===== src/rtl/nb_dispatch_ctrl_pkg.sv =====
// Shared widths, position packet layout and dispatcher state encoding for the neighbour-filter path.
package nb_dispatch_ctrl_pkg;

  localparam int unsigned PARTICLE_ID_WIDTH = 8;
  localparam int unsigned NODE_ID_WIDTH     = 4;
  localparam int unsigned COORD_WIDTH       = 16;

  typedef struct packed {
    logic [PARTICLE_ID_WIDTH-1:0] parid;
    logic [COORD_WIDTH-1:0]       x;
    logic [COORD_WIDTH-1:0]       y;
    logic [COORD_WIDTH-1:0]       z;
  } pos_pkt_t;

  localparam int unsigned POS_PKT_STRUCT_WIDTH = $bits(pos_pkt_t);

  typedef enum logic [2:0] {
    IDLE,
    FETCH,
    LOAD,
    ISSUE,
    DRAIN
  } dispatch_state_t;

endpackage


===== src/rtl/nb_dispatch_ctrl_filter_arbiter.sv =====
// Free-filter mask to one-hot grant. With NB_DISPATCH_RR_EN defined the search is round-robin,
// starting after the last filter granted; otherwise the lowest free index wins.
module nb_dispatch_ctrl_filter_arbiter #(
  parameter int unsigned NUM_FILTERS = 4
) (
`ifdef NB_DISPATCH_RR_EN
  input  logic                   clk,
  input  logic                   rst_n,
  input  logic                   take_i,
`endif
  input  logic [NUM_FILTERS-1:0] free_i,
  output logic [NUM_FILTERS-1:0] grant_c
);

`ifdef NB_DISPATCH_RR_EN
  localparam int unsigned IDX_W = (NUM_FILTERS > 1) ? $clog2(NUM_FILTERS) : 1;

  logic [IDX_W-1:0] ptr_q, ptr_d, idx;
  logic             found;

  always_comb begin
    grant_c = '0;
    ptr_d   = ptr_q;
    idx     = '0;
    found   = 1'b0;
    for (int unsigned i = 0; i < NUM_FILTERS; i++) begin
      idx = IDX_W'((32'(ptr_q) + i) % NUM_FILTERS);
      if (!found && free_i[idx]) begin
        found        = 1'b1;
        grant_c[idx] = 1'b1;
        if (take_i) ptr_d = IDX_W'((32'(idx) + 32'd1) % NUM_FILTERS);
      end
    end
  end

  always_ff @(posedge clk or negedge rst_n) begin
    if (!rst_n) ptr_q <= '0;
    else        ptr_q <= ptr_d;
  end
`else
  logic found;

  always_comb begin
    grant_c = '0;
    found   = 1'b0;
    for (int i = 0; i < NUM_FILTERS; i++) begin
      if (!found && free_i[i]) begin
        found      = 1'b1;
        grant_c[i] = 1'b1;
      end
    end
  end
`endif

endmodule


===== src/rtl/nb_dispatch_ctrl.sv =====
// Neighbour dispatcher: sweeps the home ID, fetches neighbours from the nb cache and issues each to one
// free filter. Optional round-robin filter selection via NB_DISPATCH_RR_EN.
module nb_dispatch_ctrl
  import nb_dispatch_ctrl_pkg::*;
#(
  parameter int unsigned NUM_FILTERS   = 4,
  parameter int unsigned NB_ADDR_WIDTH = 7
) (
  input  logic                            clk,
  input  logic                            rst_n,
  input  logic                            i_start,
  input  logic [PARTICLE_ID_WIDTH-1:0]    i_home_count,
  input  logic [NB_ADDR_WIDTH:0]          i_nb_count,
  input  logic [NODE_ID_WIDTH-1:0]        i_nb_node_id,
  input  logic                            i_nb_from_home_cell_flag,
  output logic                            o_nb_rd_en,
  output logic [NB_ADDR_WIDTH-1:0]        o_nb_rd_addr,
  input  logic [POS_PKT_STRUCT_WIDTH-1:0] i_nb_rd_data,
  output logic [PARTICLE_ID_WIDTH-1:0]    o_home_parid,
  output logic [POS_PKT_STRUCT_WIDTH-1:0] o_nb_pos,
  output logic [NODE_ID_WIDTH-1:0]        o_nb_node_id,
  output logic                            o_nb_from_home_cell,
  output logic [NUM_FILTERS-1:0]          o_nb_valid,
  input  logic [NUM_FILTERS-1:0]          i_filtering_flag,
  input  logic [NUM_FILTERS-1:0]          i_back_pressure,
  output logic                            o_busy,
  output logic                            o_done
);

  localparam int unsigned CNT_W = NB_ADDR_WIDTH + 1;
  localparam int unsigned PID_W = PARTICLE_ID_WIDTH;

  dispatch_state_t                 state_q, state_d;
  logic [PID_W-1:0]                home_cnt_q, home_cnt_d, home_q, home_d;
  logic [CNT_W-1:0]                nb_cnt_q, nb_cnt_d, nb_idx_q, nb_idx_d;
  logic [NODE_ID_WIDTH-1:0]        node_q, node_d;
  logic                            from_home_q, from_home_d;
  logic [POS_PKT_STRUCT_WIDTH-1:0] pos_q, pos_d;
  logic                            rd_en_q, rd_en_d;
  logic [NB_ADDR_WIDTH-1:0]        rd_addr_q, rd_addr_d;
  logic [NUM_FILTERS-1:0]          valid_q, valid_d, free_c, grant_c;
  logic                            busy_q, busy_d, done_q, done_d;

  // A filter just strobed has not raised its flag yet, so our own valid shadows it.
  assign free_c = ~(i_filtering_flag | i_back_pressure | valid_q);

  nb_dispatch_ctrl_filter_arbiter #(
    .NUM_FILTERS(NUM_FILTERS)
  ) u_arb (
`ifdef NB_DISPATCH_RR_EN
    .clk    (clk),
    .rst_n  (rst_n),
    .take_i (state_q == ISSUE),
`endif
    .free_i (free_c),
    .grant_c(grant_c)
  );

  always_comb begin
    state_d     = state_q;
    home_cnt_d  = home_cnt_q;
    nb_cnt_d    = nb_cnt_q;
    nb_idx_d    = nb_idx_q;
    node_d      = node_q;
    from_home_d = from_home_q;
    pos_d       = pos_q;
    valid_d     = '0;
    done_d      = 1'b0;

    unique case (state_q)
      IDLE: begin
        if (i_start) begin
          home_cnt_d  = i_home_count;
          nb_cnt_d    = i_nb_count;
          node_d      = i_nb_node_id;
          from_home_d = i_nb_from_home_cell_flag;
          nb_idx_d    = '0;
          state_d     = (i_home_count == '0 || i_nb_count == '0) ? DRAIN : FETCH;
        end
      end
      FETCH: state_d = LOAD;
      LOAD: begin
        pos_d   = i_nb_rd_data;
        state_d = ISSUE;
      end
      ISSUE: begin
        if (|free_c) begin
          valid_d  = grant_c;
          nb_idx_d = nb_idx_q + CNT_W'(1);
          state_d  = (nb_idx_d < nb_cnt_q) ? FETCH : DRAIN;
        end
      end
      DRAIN: begin
        if (&free_c) begin
          done_d  = 1'b1;
          state_d = IDLE;
        end
      end
      default: state_d = IDLE;
    endcase

    busy_d    = (state_d != IDLE);
    rd_en_d   = (state_d == FETCH);
    rd_addr_d = rd_en_d ? NB_ADDR_WIDTH'(nb_idx_d) : '0;

    // Home sweep never stalls: filters wait to see their captured ID come round again.
    if (state_q == IDLE || state_d == IDLE)
      home_d = '0;
    else if (({1'b0, home_q} + (PID_W + 1)'(1)) >= {1'b0, home_cnt_q})
      home_d = '0;
    else
      home_d = home_q + PID_W'(1);
  end

  always_ff @(posedge clk or negedge rst_n) begin
    if (!rst_n) begin
      state_q     <= IDLE;
      home_cnt_q  <= '0;
      nb_cnt_q    <= '0;
      nb_idx_q    <= '0;
      node_q      <= '0;
      from_home_q <= 1'b0;
      pos_q       <= '0;
      rd_en_q     <= 1'b0;
      rd_addr_q   <= '0;
      home_q      <= '0;
      valid_q     <= '0;
      busy_q      <= 1'b0;
      done_q      <= 1'b0;
    end else begin
      state_q     <= state_d;
      home_cnt_q  <= home_cnt_d;
      nb_cnt_q    <= nb_cnt_d;
      nb_idx_q    <= nb_idx_d;
      node_q      <= node_d;
      from_home_q <= from_home_d;
      pos_q       <= pos_d;
      rd_en_q     <= rd_en_d;
      rd_addr_q   <= rd_addr_d;
      home_q      <= home_d;
      valid_q     <= valid_d;
      busy_q      <= busy_d;
      done_q      <= done_d;
    end
  end

  assign o_nb_rd_en          = rd_en_q;
  assign o_nb_rd_addr        = rd_addr_q;
  assign o_home_parid        = home_q;
  assign o_nb_pos            = pos_q;
  assign o_nb_node_id        = node_q;
  assign o_nb_from_home_cell = from_home_q;
  assign o_nb_valid          = valid_q;
  assign o_busy              = busy_q;
  assign o_done              = done_q;

endmodule


===== config.mk =====
export PLATFORM = sky130hd
export DESIGN_NAME = nb_dispatch_ctrl
export DESIGN_NICKNAME = d
export VERILOG_FILES = /design/src/rtl/nb_dispatch_ctrl_pkg.sv /design/src/rtl/nb_dispatch_ctrl_filter_arbiter.sv /design/src/rtl/nb_dispatch_ctrl.sv
export SDC_FILE = /design/constraint.sdc
export NUM_CORES = 1
export LEC_CHECK = 0
export BUFFER_PORTS_ARGS = -buffer_cell sky130_fd_sc_hd__buf_2
export CORE_MARGIN = 4
export CORE_UTILIZATION = 45
export CTS_BUF_LIST = sky130_fd_sc_hd__clkbuf_4 sky130_fd_sc_hd__clkbuf_8 sky130_fd_sc_hd__clkbuf_16
export DETAILED_ROUTE_END_ITERATION = 7
export MAX_ROUTING_LAYER = met4
export PLACE_DENSITY = 0.76
export SLEW_MARGIN = 0
export SYNTH_ARGS = -nofsm -noshare
export SYNTH_HDL_FRONTEND = slang
export SYNTH_HIERARCHICAL = 1
export SYNTH_SLANG_ARGS = --single-unit
export TNS_END_PERCENT = 30

===== constraint.sdc =====
create_clock -name clk -period 2 [get_ports clk]
set_input_delay 0.1 -clock clk [delete_from_list [all_inputs] [get_ports clk]]
set_output_delay 0.1 -clock clk [all_outputs]
set_load 0.02 [all_outputs]

# --- Yosys cells after proc, flatten, opt, wreduce, memory -nomap -nowiden ---
# Cells that the tools add are included.
word_totals:
  latchBits: 0
  ff_bits: 110
  romBits: 0
  ramBits: 0
  n_memories: 0
op_classes:
  n_mux: 22
  magnitude_cmp: 2
  multipliers: 0
  reduce_logical: 18
  eq_ne: 7
  n_bitwise: 3
  shift: 0
  div: 0
  add_sub_neg: 3
ops:
  columns: ["operator", "n"]
  rows:
  - ["8-bit two-way mux", 4]
  - ["8-bit by 1-bit adder with 8-bit output, second input constant", 2]
  - ["8-bit logical NOT", 2]
  - ["8-bit one-hot mux with 2 select lines", 1]
  - ["3-bit two-way mux", 5]
  - ["3-bit one-hot mux with 5 select lines", 1]
  - ["8-bit by 1-bit adder with 9-bit output, second input constant", 1]
  - ["9-bit by 8-bit greater-or-equal comparator with 1-bit output", 1]
  - ["8-bit less-than comparator", 1]
  - ["1-bit two-way mux", 8]
  - ["4-bit two-way mux", 2]
  - ["4-bit bitwise OR", 2]
  - ["7-bit two-way mux", 1]
  - ["3-bit by 1-bit == test with 1-bit output, second input constant", 2]
  - ["3-bit by 2-bit == test with 1-bit output, second input constant", 2]
  - ["3-bit logical NOT", 2]
  - ["2-bit != test, second input constant", 2]
  - ["4-bit inverter", 1]
  - ["4-bit AND reduction", 1]
  - ["4-bit OR reduction", 1]
  - ["3-bit == test, second input constant", 1]
  - ["1-bit logical AND", 3]
  - ["1-bit logical NOT", 3]
  - ["3-bit AND reduction", 1]
  - ["4 further kinds", 5]

# --- Depth between registers and ports, before layout ---
logic_depth:
  ltp_word: 15
  ltp_mapped: 11

# --- Modules after synthesis ---
# Netlist, hierarchy kept.
modules_own_cells:
  columns: ["mod", "cells_each", "area_per_inst_um2", "n_inst"]
  rows:
  - ["nb_dispatch_ctrl", 388, 4739.5, 1]
  - ["nb_dispatch_ctrl_filter_arbiter", 4, 36.3, 1]

# --- Least setup slack after synthesis ---
# OpenSTA, ideal clock, no wires.
synth_timing:
  path_kind: "register to register"
  start: "register home_q[0] (netlist: o_home_parid[0])"
  end: "register home_q[0] (netlist: o_home_parid[0])"
  setup_slack_ns: -0.203
  n_path_buf: 0
  path_stages_with_launch: 10
  setup_ns: 0.089
  arrival_ns: 2.114
  path_cell_list: "dfrtp_1 -> ha_1 -> nand3_1 -> xnor2_1 -> ha_1 -> a21o_1 -> a211oi_1 -> o21a_1 -> o21ai_1 -> nor3b_1"
synth_between:
  elab_chain_cells: 4
  word_cells_on_any_way: 5
synth_lines:
  columns: ["item", "line", "source"]
  rows:
  - ["start: declaration", "nb_dispatch_ctrl.sv:34", "logic [PID_W-1:0] home_cnt_q, home_cnt_d, home_q, home_d;"]
  - ["start signal: assignment", "nb_dispatch_ctrl.sv:140", "home_q <= home_d;"]
  - ["8-bit by 1-bit adder with 9-bit output", "nb_dispatch_ctrl.sv:109", "else if (({1'b0, home_q} + (PID_W + 1)'(1)) >= {1'b0, home_cnt_q})"]
  - ["9-bit by 8-bit greater-or-equal comparator with 1-bit output", "nb_dispatch_ctrl.sv:109", null]
  - ["8-bit two-way mux *", "nb_dispatch_ctrl.sv:109", null]
  - ["8-bit two-way mux *", "nb_dispatch_ctrl.sv:107", "if (state_q == IDLE || state_d == IDLE)"]
  - ["named net home_d[0]", "nb_dispatch_ctrl.sv:34", null]
# Mark *: on every way through the listed nets, which the timed path passes. The rest lies on a longest branch.
# A chain may end at the register's enable or synchronous reset.

# --- Worst setup path after layout ---
layout_timing:
  start: "register nb_idx_q[1]"
  end: "register rd_addr_q[1] (netlist: o_nb_rd_addr[1])"
layout_between:
  elab_chain_cells: 7
  word_cells_on_any_way: 10
layout_lines:
  columns: ["item", "line", "source"]
  rows:
  - ["start: declaration", "nb_dispatch_ctrl.sv:35", "logic [CNT_W-1:0] nb_cnt_q, nb_cnt_d, nb_idx_q, nb_idx_d;"]
  - ["start signal: assignment", "nb_dispatch_ctrl.sv:134", "nb_idx_q <= nb_idx_d;"]
  - ["8-bit by 1-bit adder with 8-bit output", "nb_dispatch_ctrl.sv:89", "nb_idx_d = nb_idx_q + CNT_W'(1);"]
  - ["8-bit less-than comparator", "nb_dispatch_ctrl.sv:90", "state_d = (nb_idx_d < nb_cnt_q) ? FETCH : DRAIN;"]
  - ["3-bit two-way mux", "nb_dispatch_ctrl.sv:90", null]
  - ["3-bit two-way mux", "nb_dispatch_ctrl.sv:87", "if (|free_c) begin"]
  - ["3-bit one-hot mux with 5 select lines", "nb_dispatch_ctrl.sv:70", "unique case (state_q)"]
  - ["3-bit by 1-bit == test with 1-bit output", "nb_dispatch_ctrl.sv:103", "rd_en_d = (state_d == FETCH);"]
  - ["7-bit two-way mux *", "nb_dispatch_ctrl.sv:104", "rd_addr_d = rd_en_d ? NB_ADDR_WIDTH'(nb_idx_d) : '0;"]
  - ["named net rd_addr_d[1]", "nb_dispatch_ctrl.sv:40", "logic [NB_ADDR_WIDTH-1:0] rd_addr_q, rd_addr_d;"]
  - ["end signal: assignment", "nb_dispatch_ctrl.sv:139", "rd_addr_q <= rd_addr_d;"]
  - ["end: declaration", "nb_dispatch_ctrl.sv:40", null]
# Mark *: on every way through the listed nets, which the timed path passes. The rest lies on a longest branch. The select of a mux whose other input is x is not followed.

==> metrics.cfg <==
[worst_hold_path]
holdPathEnd=o_done
holdCritStartpoint=i_filtering_flag[0]
hold-path-cell-count=4
hold_path.class=input pin to register

[synthesis]
syn_nets=497
yosysSeqAreaShare_pct=57.6
ys_seq_elements=110
syn_area_sq_mm=0.00478
synth_cell_types=45
syn-mean-instance-area_sq_um=12.2
yosysWarnings=6
synthCells=392

[route]
m1WireLength_um=5170
drt-wirelength-per-cell_um=16.2
dr_wl_met3_um=744
wl_met2_um=6810
dr_total_vias=4052
via_per_inst=5.03
dr.pass1.iters=4
antenna_left=0
drc=0
top_layer=met4
drt_first_iter_violations=166
wirelength_um=13100

[final_layout]
nets=771
drive_gt1_share_pct=46.3
fillers=734
diodes=0
finalInstanceArea_sq_mm=0.00709
area_growth_pct=48.4

[placement]
place_congestion=0.839
dpl.hpwl_um=8550
dp_slack_ns=-0.456
port_buffers=170
postPlaceCellArea_sq_mm=0.00593

[sta]
rsz0062_at_grt=yes
layout_min_cycle_time_ns=2.32
clock.fmax_mhz=432
fin_crit_sh_pct=116
whs_ns=0.118
fin_skew_ns=0.00973
setup_slack_ns=-0.316
slew_violations=0
hold_viol=0
final-setup-viol-count=18
worstMarginPinSlew_ns=0.639
relSlewSlack_pct=57.4

[critical_path]
cp_cell_sequence=nand3_2 > xor2_1 > inv_1 > ha_2 > or3_4 > o22ai_4 > o211ai_1 > a211oi_2 > nand3_4 > a21oi_2
crit_family=compound AO/OA/AOI/OAI gates
rr_endpoint=o_nb_rd_addr[1]
crit_type=register to register
r2r-start=nb_idx_q[1]
crit_slowest_cell=dfrtp_2
cp_max_fo=8
reg2regPathDepth=10
worst_ep_arrival_time_ns=2.62
critPathLaunchType=register
required_ns=2.30
critPathBufInv=1
slowest_delay_ns=0.46
r2r_slack_ns=-0.32
endpoint_kind=register

[global_routing]
grt_usage_pct=22.4
grt_pass1_wl_um=21700
antenna_found_initial=0
grt_pass1_vias=4344
grt_max_degree=57
grt_overflow=0

[pwr]
p_seq_share_pct=36.9
pwr-share-clk_pct=12.4
power_density_mw_per_mm2=1430
power_uw=10200
internal-power_uw=5990
swShare_pct=41.0
p_sw_uw=4160
irDropWorstVdd_mv=0.880
comb_power_share_pct=50.7
p_leak_uw=0.00350

[cts]
clkLatencyLatePin_ns=0.37
cts_inserted_buffers=9
htree_num_levels=3
clk_pin_slew_worst_paths_ns=0.10
clk_path_buf_depth=2
cts_sinks=110
cts_tree=done
cts_root_buffer=clkbuf_8

[floorplan]
dieWidth_um=111
fp.dieH_um=111
ioPinCount=171
core-area_sq_mm=0.0103
start_util_pct=46.3
dieArea_sq_mm=0.0123
rows=37

[outcome]
violations=setup timing
status=finished, violations left

[run]
max-cap-violations=0

==> metal layers <==
metal	global-route usage [%]	vias up
met4	8.52	0
met3	5.02	37
met2	38.3	149
li1	-	1899
met1	25.8	1967
met5	-	-
==> registers in the layout, summed over array words and instances, names as in the netlist <==
name	cells
o_nb_pos	56
o_nb_node_id	4
o_busy	1
o_nb_rd_addr	7
o_nb_from_home_cell	1
o_nb_rd_en	1
nb_cnt_q	8
o_home_parid	8
nb_idx_q	8
o_done	1
state_q	3
home_cnt_q	8
o_nb_valid	4
==> worst max path at each step <==
stage	start	endpoint	depth (start not counted)
after detailed placement	nb_idx_q[0]	o_nb_rd_addr[1]	9
after floorplan	nb_idx_q[0]	o_nb_rd_addr[1]	11
after global placement	nb_idx_q[0]	o_nb_rd_addr[1]	9
final	nb_idx_q[1]	o_nb_rd_addr[1]	10
after CTS	nb_idx_q[0]	o_nb_rd_addr[0]	10
after global routing	nb_idx_q[1]	o_nb_rd_addr[1]	11
==> repair_timing <==
| item | 4_1_cts | 5_1_grt |
|---|---|---|
| pin swaps | 14 | 7 |
| endpoints found under the hold margin | 123 | 0 |
| endpoints found under the setup margin | 18 | 18 |
| buffers inserted | 6 | 1 |
| gates resized for setup | 15 | 13 |
| hold buffers | 78 | 0 |
==> layout by cell type (no fill, tap or decap), types with 6 or more instances in the layout <==
cell type      instances
buf_2                169
dfrtp_1              106
dlygate4sd3_1         78
mux2_2                57
nand2_1               49
buf_4                 26
inv_1                 20
o21ai_0               19
ha_1                  14
nand3_1               13
clkbuf_8              10
nor2b_1                9
nor2_1                 7
and3_1                 6
==> power by group through the flow <==
stage          sequential (uW)  clock, uW  combinational, uW
3_5_place_dp              3730          0               4630
3_3_place_gp              3680          0               4500
5_1_grt                   3870       1400               5590
2_1_floorplan             4630          0               2120
6_report                  3750       1260               5150
4_1_cts                   3710       1300               4950
==> synthesized netlist by cell type, drive strengths merged <==
cell type  count  area (sq um)
xor2           6          52.6
nor3b          4          30.0
nor2b         10          62.6
nand3b         1          7.51
nor3           5          45.0
o41ai          1          16.3
a211o          1          8.76
nand2         50           190
buf            8          48.8
o211ai         1          7.51
nor2          11          43.8
mux2          57           642
o22ai          1          6.26
a32oi          1          8.76
ha            17           213
o41a           1          21.3
a21oi          6          30.0
dfrtp        110          2750
a21boi         1          7.51
nor4           4          25.0
or2            1          6.26
nand4          2          12.5
nand2b         2          12.5
and3           8          50.1
nand3         17          90.1
and2b          1          8.76
inv           21          78.8
o21ai         22           114
or3            2          12.5
o21a           2          15.0
nor4b          2          38.8
clkbuf         4          15.0
xnor2          6          52.6
a21o           4          30.0
a211oi         2          20.0
==> area by class of cell <==
cell class / count / area, sq um / share of cell area (%)
Timing Repair Buffer: 275 / 1860 / 26.3
Inverter: 21 / 78.8 / 1.11
Multi-Input combinational cell: 249 / 2040 / 28.7
Clock buffer: 10 / 138 / 1.94
Tap cell: 136 / 170 / 2.40
Sequential cell: 110 / 2760 / 38.9
Clock inverter: 5 / 42.5 / 0.600
==> logic make-up (layout without fill, tap and decap cells) <==
group	count (synthesis)	in the layout	share of synthesized area [%]
adder cells (fa/ha/maj)	17	17	4.45
XOR/XNOR	12	12	2.20
flip-flops	110	110	57.6
buffers and inverters	33	311	2.99
multiplexers	57	57	13.4
AND/OR/NAND/NOR	120	120	13.3
AO/OA/AOI/OAI	43	43	5.97
==> worst min-delay path: cells and delay by family <==
kind	cells	cell delay, ns
buffers and inverters	1	0.09
and+or+nand+nor	3	0.26
==> metrics by stage <==
step                utilization (%)  std cells  setup TNS, ns
floorplan                         -        392         -0.821
global placement               57.5        706          -2.87
detailed placement             57.5        706          -4.70
CTS                            67.9        805          -3.95
global route                   68.6        806          -6.54
finish                         68.6        806          -3.79
Power figures use the tool's default switching activity.
